===== config.mk =====
export PLATFORM = sky130hd
export DESIGN_NAME = mips_multicycle
export DESIGN_NICKNAME = d
export VERILOG_FILES = /design/src/rtl/mips_pkg.sv /design/src/rtl/mips_mc_control.sv /design/src/rtl/mips_multicycle.sv
export SDC_FILE = /design/constraint.sdc
export NUM_CORES = 2
export LEC_CHECK = 0
export ABC_AREA = 1
export CELL_PAD_IN_SITES_DETAIL_PLACEMENT = 0
export CELL_PAD_IN_SITES_GLOBAL_PLACEMENT = 2
export CORE_ASPECT_RATIO = 0.8
export CORE_UTILIZATION = 40
export CTS_CLUSTER_DIAMETER = 50
export DETAILED_ROUTE_END_ITERATION = 8
export MAX_ROUTING_LAYER = met4
export PLACE_DENSITY_LB_ADDON = 0.12
export SYNTH_ARGS = -nofsm -noshare
export SYNTH_HDL_FRONTEND = slang
export SYNTH_SLANG_ARGS = --single-unit

===== constraint.sdc =====
create_clock -name clk -period 13.95 [get_ports clk]
set_clock_uncertainty 0.05 [all_clocks]
set_input_delay 2.79 -clock clk [delete_from_list [all_inputs] [get_ports clk]]
set_output_delay 2.79 -clock clk [all_outputs]
set_load 0.03 [all_outputs]

===== src/rtl/mips_pkg.sv =====
// Shared definitions for the multicycle MIPS core: opcodes, funct codes,
// ALU operation encoding, control FSM states and control/bus payloads.
package mips_pkg;

  localparam int unsigned XLEN   = 32;
  localparam int unsigned NREG   = 32;
  localparam int unsigned RIDX_W = 5;

  localparam logic [5:0] OP_RTYPE = 6'h00;
  localparam logic [5:0] OP_ADDI  = 6'h08;
  localparam logic [5:0] OP_LW    = 6'h23;
  localparam logic [5:0] OP_SW    = 6'h2B;
  localparam logic [5:0] OP_BEQ   = 6'h04;
  localparam logic [5:0] OP_J     = 6'h02;

  localparam logic [5:0] FN_ADD = 6'h20;
  localparam logic [5:0] FN_SUB = 6'h22;
  localparam logic [5:0] FN_AND = 6'h24;
  localparam logic [5:0] FN_OR  = 6'h25;
  localparam logic [5:0] FN_SLT = 6'h2A;

  typedef enum logic [3:0] {
    ALU_AND = 4'b0000,
    ALU_OR  = 4'b0001,
    ALU_ADD = 4'b0010,
    ALU_SUB = 4'b0110,
    ALU_SLT = 4'b0111
  } alu_op_e;

  typedef enum logic [3:0] {
    S_START, S_FETCH, S_DECODE, S_EXEC_R, S_EXEC_I, S_ALU_WB, S_MEM_ADDR,
    S_MEM_RD, S_MEM_WB, S_MEM_WR, S_BRANCH, S_JUMP, S_HALT
  } state_e;

  typedef enum logic [1:0] {SRCB_B, SRCB_FOUR, SRCB_IMM, SRCB_IMM_SH2} srcb_e;
  typedef enum logic [1:0] {PC_ALU, PC_ALUOUT, PC_JUMP} pc_src_e;

  // Per-cycle datapath enables and mux selects.
  typedef struct packed {
    logic    pc_we;
    pc_src_e pc_src;
    logic    ir_we;
    logic    ab_we;
    logic    alu_out_we;
    logic    mdr_we;
    logic    rf_we;
    logic    rf_dst_rd;
    logic    rf_from_mdr;
    logic    src_a_pc;
    srcb_e   src_b;
    alu_op_e alu_op;
  } ctrl_t;

  // Memory request shape for the state being entered.
  typedef struct packed {
    logic req;
    logic we;
    logic from_pc;
  } bus_t;

  function automatic logic funct_ok(input logic [5:0] f);
    return (f == FN_ADD) || (f == FN_SUB) || (f == FN_AND) ||
           (f == FN_OR)  || (f == FN_SLT);
  endfunction

  function automatic alu_op_e funct_to_op(input logic [5:0] f);
    alu_op_e op;
    op = ALU_ADD;
    case (f)
      FN_SUB:  op = ALU_SUB;
      FN_AND:  op = ALU_AND;
      FN_OR:   op = ALU_OR;
      FN_SLT:  op = ALU_SLT;
      default: op = ALU_ADD;
    endcase
    return op;
  endfunction

  function automatic logic [XLEN-1:0] alu_eval(input alu_op_e op,
                                               input logic [XLEN-1:0] a,
                                               input logic [XLEN-1:0] b);
    logic [XLEN-1:0] y;
    case (op)
      ALU_AND: y = a & b;
      ALU_OR:  y = a | b;
      ALU_SUB: y = a - b;
      ALU_SLT: y = XLEN'($signed(a) < $signed(b));
      default: y = a + b;
    endcase
    return y;
  endfunction

endpackage


===== src/rtl/mips_mc_control.sv =====
// Multicycle control FSM.
// Inputs : opcode/funct of IR, ALU zero, misaligned address flag, mem_ack.
// Outputs: state_o (current state), ctrl_c_o (datapath enables for this
//          cycle), bus_c_o (memory request for the state being entered).
module mips_mc_control
  import mips_pkg::*;
(
  input  logic       clk,
  input  logic       rst_n,
  input  logic [5:0] opcode_i,
  input  logic [5:0] funct_i,
  input  logic       zero_i,
  input  logic       misaligned_i,
  input  logic       mem_ack_i,
  output state_e     state_o,
  output ctrl_t      ctrl_c_o,
  output bus_t       bus_c_o
);

  state_e state_q, state_d;

  always_ff @(posedge clk or negedge rst_n) begin
    if (!rst_n) state_q <= S_START;
    else        state_q <= state_d;
  end

  always_comb begin
    state_d  = state_q;
    ctrl_c_o = '0;
    bus_c_o  = '0;
    case (state_q)
      S_START: state_d = S_FETCH;
      S_FETCH: begin
        ctrl_c_o.src_a_pc = 1'b1;
        ctrl_c_o.src_b    = SRCB_FOUR;
        ctrl_c_o.alu_op   = ALU_ADD;
        if (mem_ack_i) begin
          ctrl_c_o.ir_we  = 1'b1;
          ctrl_c_o.pc_we  = 1'b1;
          ctrl_c_o.pc_src = PC_ALU;
          state_d         = S_DECODE;
        end
      end
      S_DECODE: begin
        // Branch target is precomputed here from the already-incremented PC.
        ctrl_c_o.ab_we      = 1'b1;
        ctrl_c_o.alu_out_we = 1'b1;
        ctrl_c_o.src_a_pc   = 1'b1;
        ctrl_c_o.src_b      = SRCB_IMM_SH2;
        ctrl_c_o.alu_op     = ALU_ADD;
        case (opcode_i)
          OP_RTYPE: state_d = funct_ok(funct_i) ? S_EXEC_R : S_HALT;
          OP_ADDI:  state_d = S_EXEC_I;
          OP_LW,
          OP_SW:    state_d = S_MEM_ADDR;
          OP_BEQ:   state_d = S_BRANCH;
          OP_J:     state_d = S_JUMP;
          default:  state_d = S_HALT;
        endcase
      end
      S_EXEC_R: begin
        ctrl_c_o.alu_out_we = 1'b1;
        ctrl_c_o.src_b      = SRCB_B;
        ctrl_c_o.alu_op     = funct_to_op(funct_i);
        state_d             = S_ALU_WB;
      end
      S_EXEC_I: begin
        ctrl_c_o.alu_out_we = 1'b1;
        ctrl_c_o.src_b      = SRCB_IMM;
        ctrl_c_o.alu_op     = ALU_ADD;
        state_d             = S_ALU_WB;
      end
      S_ALU_WB: begin
        ctrl_c_o.rf_we     = 1'b1;
        ctrl_c_o.rf_dst_rd = (opcode_i == OP_RTYPE);
        state_d            = S_FETCH;
      end
      S_MEM_ADDR: begin
        ctrl_c_o.alu_out_we = 1'b1;
        ctrl_c_o.src_b      = SRCB_IMM;
        ctrl_c_o.alu_op     = ALU_ADD;
        if (misaligned_i)           state_d = S_HALT;
        else if (opcode_i == OP_LW) state_d = S_MEM_RD;
        else                        state_d = S_MEM_WR;
      end
      S_MEM_RD: begin
        if (mem_ack_i) begin
          ctrl_c_o.mdr_we = 1'b1;
          state_d         = S_MEM_WB;
        end
      end
      S_MEM_WB: begin
        ctrl_c_o.rf_we       = 1'b1;
        ctrl_c_o.rf_from_mdr = 1'b1;
        state_d              = S_FETCH;
      end
      S_MEM_WR: if (mem_ack_i) state_d = S_FETCH;
      S_BRANCH: begin
        ctrl_c_o.src_b  = SRCB_B;
        ctrl_c_o.alu_op = ALU_SUB;
        ctrl_c_o.pc_src = PC_ALUOUT;
        ctrl_c_o.pc_we  = zero_i;
        state_d         = S_FETCH;
      end
      S_JUMP: begin
        ctrl_c_o.pc_we  = 1'b1;
        ctrl_c_o.pc_src = PC_JUMP;
        state_d         = S_FETCH;
      end
      S_HALT:  state_d = S_HALT;
      default: state_d = S_HALT;
    endcase
    // Request signals follow the state alone; they are registered in the top.
    bus_c_o.req     = (state_d == S_FETCH) || (state_d == S_MEM_RD) ||
                      (state_d == S_MEM_WR);
    bus_c_o.we      = (state_d == S_MEM_WR);
    bus_c_o.from_pc = (state_d == S_FETCH);
  end

  assign state_o = state_q;

endmodule


===== src/rtl/mips_multicycle.sv =====
// Multicycle MIPS core with one shared ALU and one unified memory port.
// Ports: clk, reset (async active-low); mem_req/mem_we/mem_addr/mem_wdata
// request a word access, mem_rdata/mem_ack complete it; halt flags the
// sticky trap state; pc_dbg exposes the current PC.
module mips_multicycle
  import mips_pkg::*;
#(
  parameter logic [31:0] RESET_PC = 32'h0000_0000,
  parameter int unsigned ADDR_W   = 32
) (
  input  logic              clk,
  input  logic              reset,
  output logic              mem_req,
  output logic              mem_we,
  output logic [ADDR_W-1:0] mem_addr,
  output logic [31:0]       mem_wdata,
  input  logic [31:0]       mem_rdata,
  input  logic              mem_ack,
  output logic              halt,
  output logic [31:0]       pc_dbg
);

  logic [XLEN-1:0]   pc_q, pc_d, ir_q, a_q, b_q, alu_out_q, alu_out_d, mdr_q;
  logic [XLEN-1:0]   rf_q [NREG];
  logic [XLEN-1:0]   src_a, src_b, alu_y, imm_sext, wb_data;
  logic [RIDX_W-1:0] rs, rt, rd, wb_idx;
  logic              mem_req_q, mem_we_q, halt_q;
  logic [ADDR_W-1:0] mem_addr_q, mem_addr_d;
  logic [31:0]       mem_wdata_q, mem_wdata_d;
  ctrl_t             ctrl;
  bus_t              bus;
  state_e            state;

  assign rs       = ir_q[25:21];
  assign rt       = ir_q[20:16];
  assign rd       = ir_q[15:11];
  assign imm_sext = {{16{ir_q[15]}}, ir_q[15:0]};

  mips_mc_control u_ctrl (
    .clk          (clk),
    .rst_n        (reset),
    .opcode_i     (ir_q[31:26]),
    .funct_i      (ir_q[5:0]),
    .zero_i       (alu_y == '0),
    .misaligned_i (alu_y[1:0] != 2'b00),
    .mem_ack_i    (mem_ack),
    .state_o      (state),
    .ctrl_c_o     (ctrl),
    .bus_c_o      (bus)
  );

  // Shared ALU operand selection.
  always_comb begin
    src_a = ctrl.src_a_pc ? pc_q : a_q;
    case (ctrl.src_b)
      SRCB_B:       src_b = b_q;
      SRCB_FOUR:    src_b = XLEN'(4);
      SRCB_IMM:     src_b = imm_sext;
      SRCB_IMM_SH2: src_b = {imm_sext[XLEN-3:0], 2'b00};
      default:      src_b = b_q;
    endcase
    alu_y = alu_eval(ctrl.alu_op, src_a, src_b);
  end

  always_comb begin
    pc_d = pc_q;
    if (ctrl.pc_we) begin
      case (ctrl.pc_src)
        PC_ALU:    pc_d = alu_y;
        PC_ALUOUT: pc_d = alu_out_q;
        PC_JUMP:   pc_d = {pc_q[31:28], ir_q[25:0], 2'b00};
        default:   pc_d = pc_q;
      endcase
    end
    alu_out_d = ctrl.alu_out_we ? alu_y : alu_out_q;
    // Address/data are zero whenever no request is pending.
    mem_addr_d  = '0;
    mem_wdata_d = '0;
    if (bus.req) mem_addr_d = ADDR_W'(bus.from_pc ? pc_d : alu_out_d);
    if (bus.req && bus.we) mem_wdata_d = b_q;
    wb_idx  = ctrl.rf_dst_rd ? rd : rt;
    wb_data = ctrl.rf_from_mdr ? mdr_q : alu_out_q;
  end

  always_ff @(posedge clk or negedge reset) begin
    if (!reset) begin
      pc_q      <= RESET_PC;
      ir_q      <= '0;
      a_q       <= '0;
      b_q       <= '0;
      alu_out_q <= '0;
      mdr_q     <= '0;
    end else begin
      pc_q      <= pc_d;
      alu_out_q <= alu_out_d;
      if (ctrl.ir_we)  ir_q  <= mem_rdata;
      if (ctrl.mdr_we) mdr_q <= mem_rdata;
      if (ctrl.ab_we) begin
        a_q <= rf_q[rs];
        b_q <= rf_q[rt];
      end
    end
  end

  // Register file; $0 is never written so it always reads zero.
  always_ff @(posedge clk or negedge reset) begin
    if (!reset) begin
      for (int i = 0; i < NREG; i++) rf_q[i] <= '0;
    end else if (ctrl.rf_we && (wb_idx != '0)) begin
      rf_q[wb_idx] <= wb_data;
    end
  end

  always_ff @(posedge clk or negedge reset) begin
    if (!reset) begin
      mem_req_q   <= 1'b0;
      mem_we_q    <= 1'b0;
      mem_addr_q  <= '0;
      mem_wdata_q <= '0;
      halt_q      <= 1'b0;
    end else begin
      mem_req_q   <= bus.req;
      mem_we_q    <= bus.req && bus.we;
      mem_addr_q  <= mem_addr_d;
      mem_wdata_q <= mem_wdata_d;
      halt_q      <= (state == S_HALT);
    end
  end

  assign mem_req   = mem_req_q;
  assign mem_we    = mem_we_q;
  assign mem_addr  = mem_addr_q;
  assign mem_wdata = mem_wdata_q;
  assign halt      = halt_q;
  assign pc_dbg    = pc_q;

endmodule


-- Word level (Yosys, flattened, before mapping)
Index checks and enable logic that the tools add are counted.
- register bits: 1287
- output and inout port bits: 99
- input port bits: 35
- word-level logic and storage cells: 154
- add/subtract/negate cells: 2
- equality and inequality tests: 33
- muxes and demuxes: 41
- order comparisons: 5
- bitwise logic cells: 5
- reduce and logical (&&, ||, !) cells: 24
- operators with widths (kind ; count):
    1024-bit bitwise mux ; 1
    32-bit two-way mux ; 12
    32-bit binary-select mux with 5-bit select ; 2
    32-bit one-hot mux with 4 select lines ; 2
    32-bit demux with 5-bit select ; 1
    32-bit one-hot mux with 3 select lines ; 1
    6-bit == test, second input constant ; 7
    32-bit adder ; 1
    32-bit AND ; 1
    32-bit logical NOT ; 1
    32-bit < comparator ; 1
    32-bit bitwise OR ; 1
    32-bit subtractor ; 1
    6-bit one-hot mux with 5 select lines ; 1
    4-bit by 3-bit == test with 1-bit output, second input constant ; 7
    4-bit two-way mux ; 7
    4-bit one-hot mux with 7 select lines ; 1
    4-bit == test, second input constant ; 6
    4-bit one-hot mux with 5 select lines ; 1
    6-bit >= comparator, second input constant ; 3
    5-bit NOT with 6-bit output ; 3
    4-bit by 1-bit == test with 1-bit output, second input constant ; 3
    3-bit one-hot mux with 4 select lines ; 1
    2-bit OR reduction ; 5
    other kinds (19) ; 40

-- Longest topological paths before layout
- word-level depth: 15
- depth in mapped cells: 41
- mapped depth without buffers: 37

-- Hierarchy
From an unflattened synthesis, not the netlist that was laid out.
- cells, all modules: 9928
- area, all modules: 72990.0 um2
- by module, submodules not included (module ; seq. area each (um2) ; cells an instance ; instances ; area an instance (um2)):
    mips_multicycle ; 32105.8 ; 9782 ; 1 ; 72239.3
    mips_mc_control ; 100.1 ; 146 ; 1 ; 750.7

-- Worst setup path after synthesis
No wires, ideal clock.
- path type: reg2reg
- from: register u_ctrl.state_q[2] (netlist: u_ctrl.state_o[2])
- to: register mem_addr_q[2] (netlist: mem_addr[2])
- data required time: 13787 ps
- path slack: 9442 ps
- setup time: 113 ps
- clock period less this slack: 4508 ps
- cell stages (with the launch flop): 35
- data arrival time: 4346 ps
- buffers on the path: 4
- cells stage by stage: dfrtp_1 nor2_1 inv_1 nor2_1 clkbuf_1 nor2_1 inv_1 nor2_1 inv_1 clkbuf_1 nor2_1 nor2_1 inv_1 ha_1 clkbuf_1 nor2_1 a21oi_1 nor2_1 nor2_1 nand2_1 nand2_1 nand3_1 nand3_1 nand3_1 nor2_1 nand3_1 nand2_1 nor2_1 nand2_1 buf_2 nand2_1 nand2_1 clkinv_1 nand2_1 inv_1
- cells in the longest elaborated chain, start to end: 14
- elaborated cells on any way between the ends: 57
- classes of those cells: add/sub: 2; order compare: 1; eq/ne: 22; mux: 17; bitwise: 2; reduce/logical: 13
- ends and longest elaborated chain (element ; line ; RTL):
    start, declared ; mips_mc_control.sv:20 ; state_e state_q, state_d;
    start signal, assigned ; mips_mc_control.sv:24 ; else state_q <= state_d;
    4-bit by 3-bit == test with 1-bit output ; mips_mc_control.sv:31 ; case (state_q)
    2-bit OR reduction (no line) ; -- ;
    6-bit one-hot mux with 5 select lines ; mips_mc_control.sv:31 ;
    2-bit == test (tied with other cells) ; mips_multicycle.sv:55 ; case (ctrl.src_b)
    32-bit one-hot mux with 4 select lines ; mips_multicycle.sv:55 ;
    32-bit adder (tied with other cells) ; mips_pkg.sv:88 ; default: y = a + b;
    32-bit one-hot mux with 4 select lines ; mips_pkg.sv:83 ; case (op)
    2-bit nonzero test ; mips_multicycle.sv:45 ; .misaligned_i (alu_y[1:0] != 2'b00),
    4-bit two-way mux ; mips_mc_control.sv:82 ; if (misaligned_i) state_d = S_HALT;
    4-bit one-hot mux with 7 select lines (*) ; mips_mc_control.sv:31 ;
    named net u_ctrl.state_d[1] ; mips_mc_control.sv:20 ;
    4-bit by 1-bit == test with 1-bit output / 4-bit by 3-bit == test with 1-bit output (equally long branches) ; mips_mc_control.sv:114, mips_mc_control.sv:117 ;
    1-bit logical OR (2 in a row) ; mips_mc_control.sv:114 ; bus_c_o.req = (state_d == S_FETCH) || (state_d == S_MEM_RD) ||
    32-bit two-way mux (*) ; mips_multicycle.sv:79 ; if (bus.req) mem_addr_d = ADDR_W'(bus.from_pc ? pc_d : alu_out_d);
    named net mem_addr_d[2] ; mips_multicycle.sv:28 ; logic [ADDR_W-1:0] mem_addr_q, mem_addr_d;
    end signal, assigned ; mips_multicycle.sv:124 ; mem_addr_q <= mem_addr_d;
    end, declared ; mips_multicycle.sv:28 ;
Mark *: on every way through the listed nets, which the timed path passes. The rest lies on a longest branch.
A chain may end at the register's enable or synchronous reset.

-- Final worst setup path
- from: register u_ctrl.state_q[2] (netlist: u_ctrl.state_o[2])
- to: register mem_addr_q[20] (netlist: mem_addr[20])
- cells in the longest elaborated chain, start to end: 14
- elaborated cells on any way between the ends: 57
- classes of those cells: add/sub: 2; order compare: 1; eq/ne: 22; mux: 17; bitwise: 2; reduce/logical: 13
- ends and longest elaborated chain (element ; line):
    4-bit by 3-bit == test with 1-bit output ; mips_mc_control.sv:31
    2-bit OR reduction (no line) ; --
    6-bit one-hot mux with 5 select lines ; mips_mc_control.sv:31
    2-bit == test (tied with other cells) ; mips_multicycle.sv:55
    32-bit one-hot mux with 4 select lines ; mips_multicycle.sv:55
    32-bit adder (tied with other cells) ; mips_pkg.sv:88
    32-bit one-hot mux with 4 select lines ; mips_pkg.sv:83
    2-bit nonzero test ; mips_multicycle.sv:45
    4-bit two-way mux ; mips_mc_control.sv:82
    4-bit one-hot mux with 7 select lines ; mips_mc_control.sv:31
    4-bit by 1-bit == test with 1-bit output / 4-bit by 3-bit == test with 1-bit output (equally long branches) ; mips_mc_control.sv:114, mips_mc_control.sv:117
    1-bit logical OR (2 in a row) ; mips_mc_control.sv:114
    32-bit two-way mux (*) ; mips_multicycle.sv:79
    named net mem_addr_d[20] ; mips_multicycle.sv:28
Marked as above.

==> reports/metrics.yaml <==
synth:
  yosysMostFrequentCell: "o21ai_0"
  synth_area_per_cell_um2: 7.20
  synth_area_leaders: "dfrtp_1 44%, o21ai_0 16%, nand2_1 9.7%, nor2_1 6.6%, inv_1 4.0%"
  synth_nets: 10200
  synth_area_leader_cell: "dfrtp_1"
  synth_top_area_share: 0.444
  async_reset_ff_frac: 1.00
  synth_enable_flop_cells: 0
  yosys-top-cells-count: "2325 x o21ai_0, 1873 x nand2_1, 1287 x dfrtp_1, 1282 x nor2_1, 775 x inv_1"
  ys_ff_latch: 1287
  synth-seq-area-share: 0.444
  synth_cells: 10100
  synth_ff_type: "dfrtp_1"
  synth_area_um2: 72500
  yosysWarningCount: 0
  synth_cell_types: 46
power_and_ir_drop:
  ir_worst_vdd_mv: 0.123
  power_density_nw_per_um2: 112
  power_leakage_nw: 36.6
  p_seq_frac: 0.416
  switchingPower_mw: 2.44
  p_sw_frac: 0.269
  p_int_mw: 6.64
  clkPwrFrac: 0.497
  power_frac_comb: 0.088
critical_path:
  cp_common_cell: "nor2_1"
  cp.required_ps: 14640
  r2r_slack_ps: 5690
  cp_max_fo: 52
  reg2reg_to: "mem_addr[20]"
  crit_buf_inv: 9
  r2r-start: "u_ctrl.state_o[2]"
  cp_num_cells: 32
  slowest_stage: "nand2_2"
  slowest_delay_ps: 610
  critPathArrivalTime_ps: 8950
  crit_family: "simple AND/OR/NAND/NOR gates"
  worstSetupStartpointType: "flip-flop"
  end_kind: "flip-flop"
  reg2reg_depth: 32
  critPathKind: "flip-flop to flip-flop"
grt:
  grt_usage: 0.383
  grt_pass1_wl_um: 498000
  grt_max_degree: 161
  grt_overflow: 0
  grt_pass1_vias: 67500
  antenna_found_initial: 12
final_layout:
  multi_input_area_um2: 34500
  instances_no_fill: 12200
  regArea_um2: 32200
  n_fill_cell: 18400
  layout.nets: 9832
  syn_to_final_growth_pct: 12.1
  drive_gt1_frac: 0.0565
route:
  vias: 73300
  postRouteAntennaNets: 0
  wl_per_cell_um: 28.3
  dr.pass1.iters: 9
  routed_wl_um: 347000
  drc: 6
  drt_iter0_markers: 9661
  viasPerCell: 5.99
clocking:
  clk_pin_slew_ps: 60
  ctsHoldBuffers: 0
  post-cts-setup-buffers: 0
  cts_buffer_depth: 3
  cts_root_buffer: "clkbuf_16"
  cts_buffers: 162
  cts_resized: 0
  cts_sinks: 1287
  clkLatencyLatePin_ps: 820
  htree_levels: 4
  cts_tree: "done"
timing:
  min_period_ps: 8260
  slew_violations: 0
  fmax_mhz: 121
  worst_pin_slew_ps: 1430
  setup_slack_ps: 5690
  post-route-period-util: 0.592
  setup-tns-final_ps: 0
  finalHoldViolations: 0
  maxSlewHeadroom: 0.0360
  final-setup-viol-count: 0
  rsz0062_at_grt: "false"
place:
  gpl.final_weighted_congestion: 0.997
  dp_cells: 11900
  io_buffers: 133
  dp_slack_ps: 6340
  dpl.hpwl_um: 210000
hold_path:
  min_path_cells: 0
  min-delay-start: "rf_q[994]"
  hold_class: "flip-flop to flip-flop"
  holdPathEnd: "rf_q[994]"
floorplanning:
  die_w_um: 478
  dieArea_um2: 183000
  die_h_um: 383
  io_pins: 134
  core-area_um2: 180000
  initial_core_util: 0.403
  fp-row-count: 139
outcome:
  status: "finished with violations"
  failed_checks: "design-rule violations"
flow_run:
  maxCapViolations: 0
[power by group through the flow]
| stage | registers (mW) | logic (mW) | clock network [mW] |
|---|---|---|---|
| finish | 3.78 | 0.796 | 4.51 |
| global route | 3.77 | 0.860 | 4.72 |
| CTS | 3.77 | 0.784 | 4.57 |
| detailed placement | 3.84 | 0.782 | 0 |
| global placement | 3.84 | 0.784 | 0 |
| floorplan | 3.82 | 0.449 | 0 |
[worst max-delay path by stage]
stage	start	to	slack [ps]
finish	u_ctrl.state_o[2]	mem_addr[20]	5690
global route	u_ctrl.state_o[2]	mem_addr[26]	5240
CTS	u_ctrl.state_o[2]	mem_addr[20]	6260
detailed placement	u_ctrl.state_o[2]	mem_addr[1]	6340
global placement	u_ctrl.state_o[2]	mem_addr[22]	6250
floorplan	u_ctrl.state_o[2]	mem_addr[2]	9440
[registers in the layout, indices dropped and copies added (netlist names), 4 cells and up]
signal,flops
a_q,32
pc_dbg,32
alu_out_q,32
b_q,32
u_ctrl.state_o,4
mdr_q,32
ir_q,32
mem_wdata,32
rf_q,1024
mem_addr,32
[stage by stage]
stage | instance area, µm² | power [mW] | util | hold WS [ps]
5_1_grt | 81300 | 9.36 | 0.452 | 358
6_report | 81300 | 9.08 | 0.452 | 349
2_1_floorplan | 72500 | 4.27 | - | 387
4_1_cts | 81300 | 9.13 | 0.452 | 352
3_3_place_gp | 75600 | 4.63 | 0.421 | 340
3_5_place_dp | 75600 | 4.62 | 0.421 | 339
[cell usage in the layout (no fill, tap or decap), types with 26 or more instances in the layout]
cell,netlist,final
a21oi_1,553,553
o21ai_1,40,31
o22ai_1,312,312
nor3_1,75,75
o21ai_0,2325,2309
clkdlybuf4s50_1,0,132
clkbuf_16,0,168
inv_1,775,770
nand2_1,1873,1864
nand4_1,32,32
o221ai_1,87,87
buf_4,6,152
nor2_1,1282,1277
o311ai_0,33,33
clkinv_2,0,28
o211ai_1,26,26
mux2i_1,32,32
clkbuf_8,0,35
ha_1,96,96
dfrtp_1,1287,1277
nand3_1,250,246
[cell type report]
| cell class | count | share of cell area |
|---|---|---|
| diodes | 6 | 0.000185 |
| well taps | 2397 | 0.0369 |
| flip-flops and latches | 1287 | 0.397 |
| repair buffers | 300 | 0.0343 |
| clock buffers | 227 | 0.0588 |
| clock inverters | 74 | 0.0114 |
| multi-input cells | 7148 | 0.424 |
| inverters | 800 | 0.0375 |
[kinds of logic (layout without fill, tap and decap cells)]
| family | Yosys count | count (layout) | synth area share |
|---|---|---|---|
| AO/OA/AOI/OAI | 3442 | 3442 | 0.253 |
| XOR/XNOR | 11 | 11 | 0.00133 |
| adder cells (fa/ha/maj) | 98 | 98 | 0.0171 |
| buffers and inverters | 1625 | 1401 | 0.0854 |
| flip-flops | 1287 | 1287 | 0.444 |
| multiplexers | 33 | 33 | 0.00457 |
| other | 0 | 6 | 0 |
| AND/OR/NAND/NOR | 3564 | 3564 | 0.194 |
[metal layers]
metal	up-vias	track usage	share of wire	wire [µm]
met2	3688	0.530	0.41	143000
met4	0	0.134	0.039	13600
met1	36200	0.551	0.45	157000
met3	582	0.0748	0.095	33100
li1	32800	-	-	-
met5	-	-	0	0
Power figures use the tool's default switching activity.
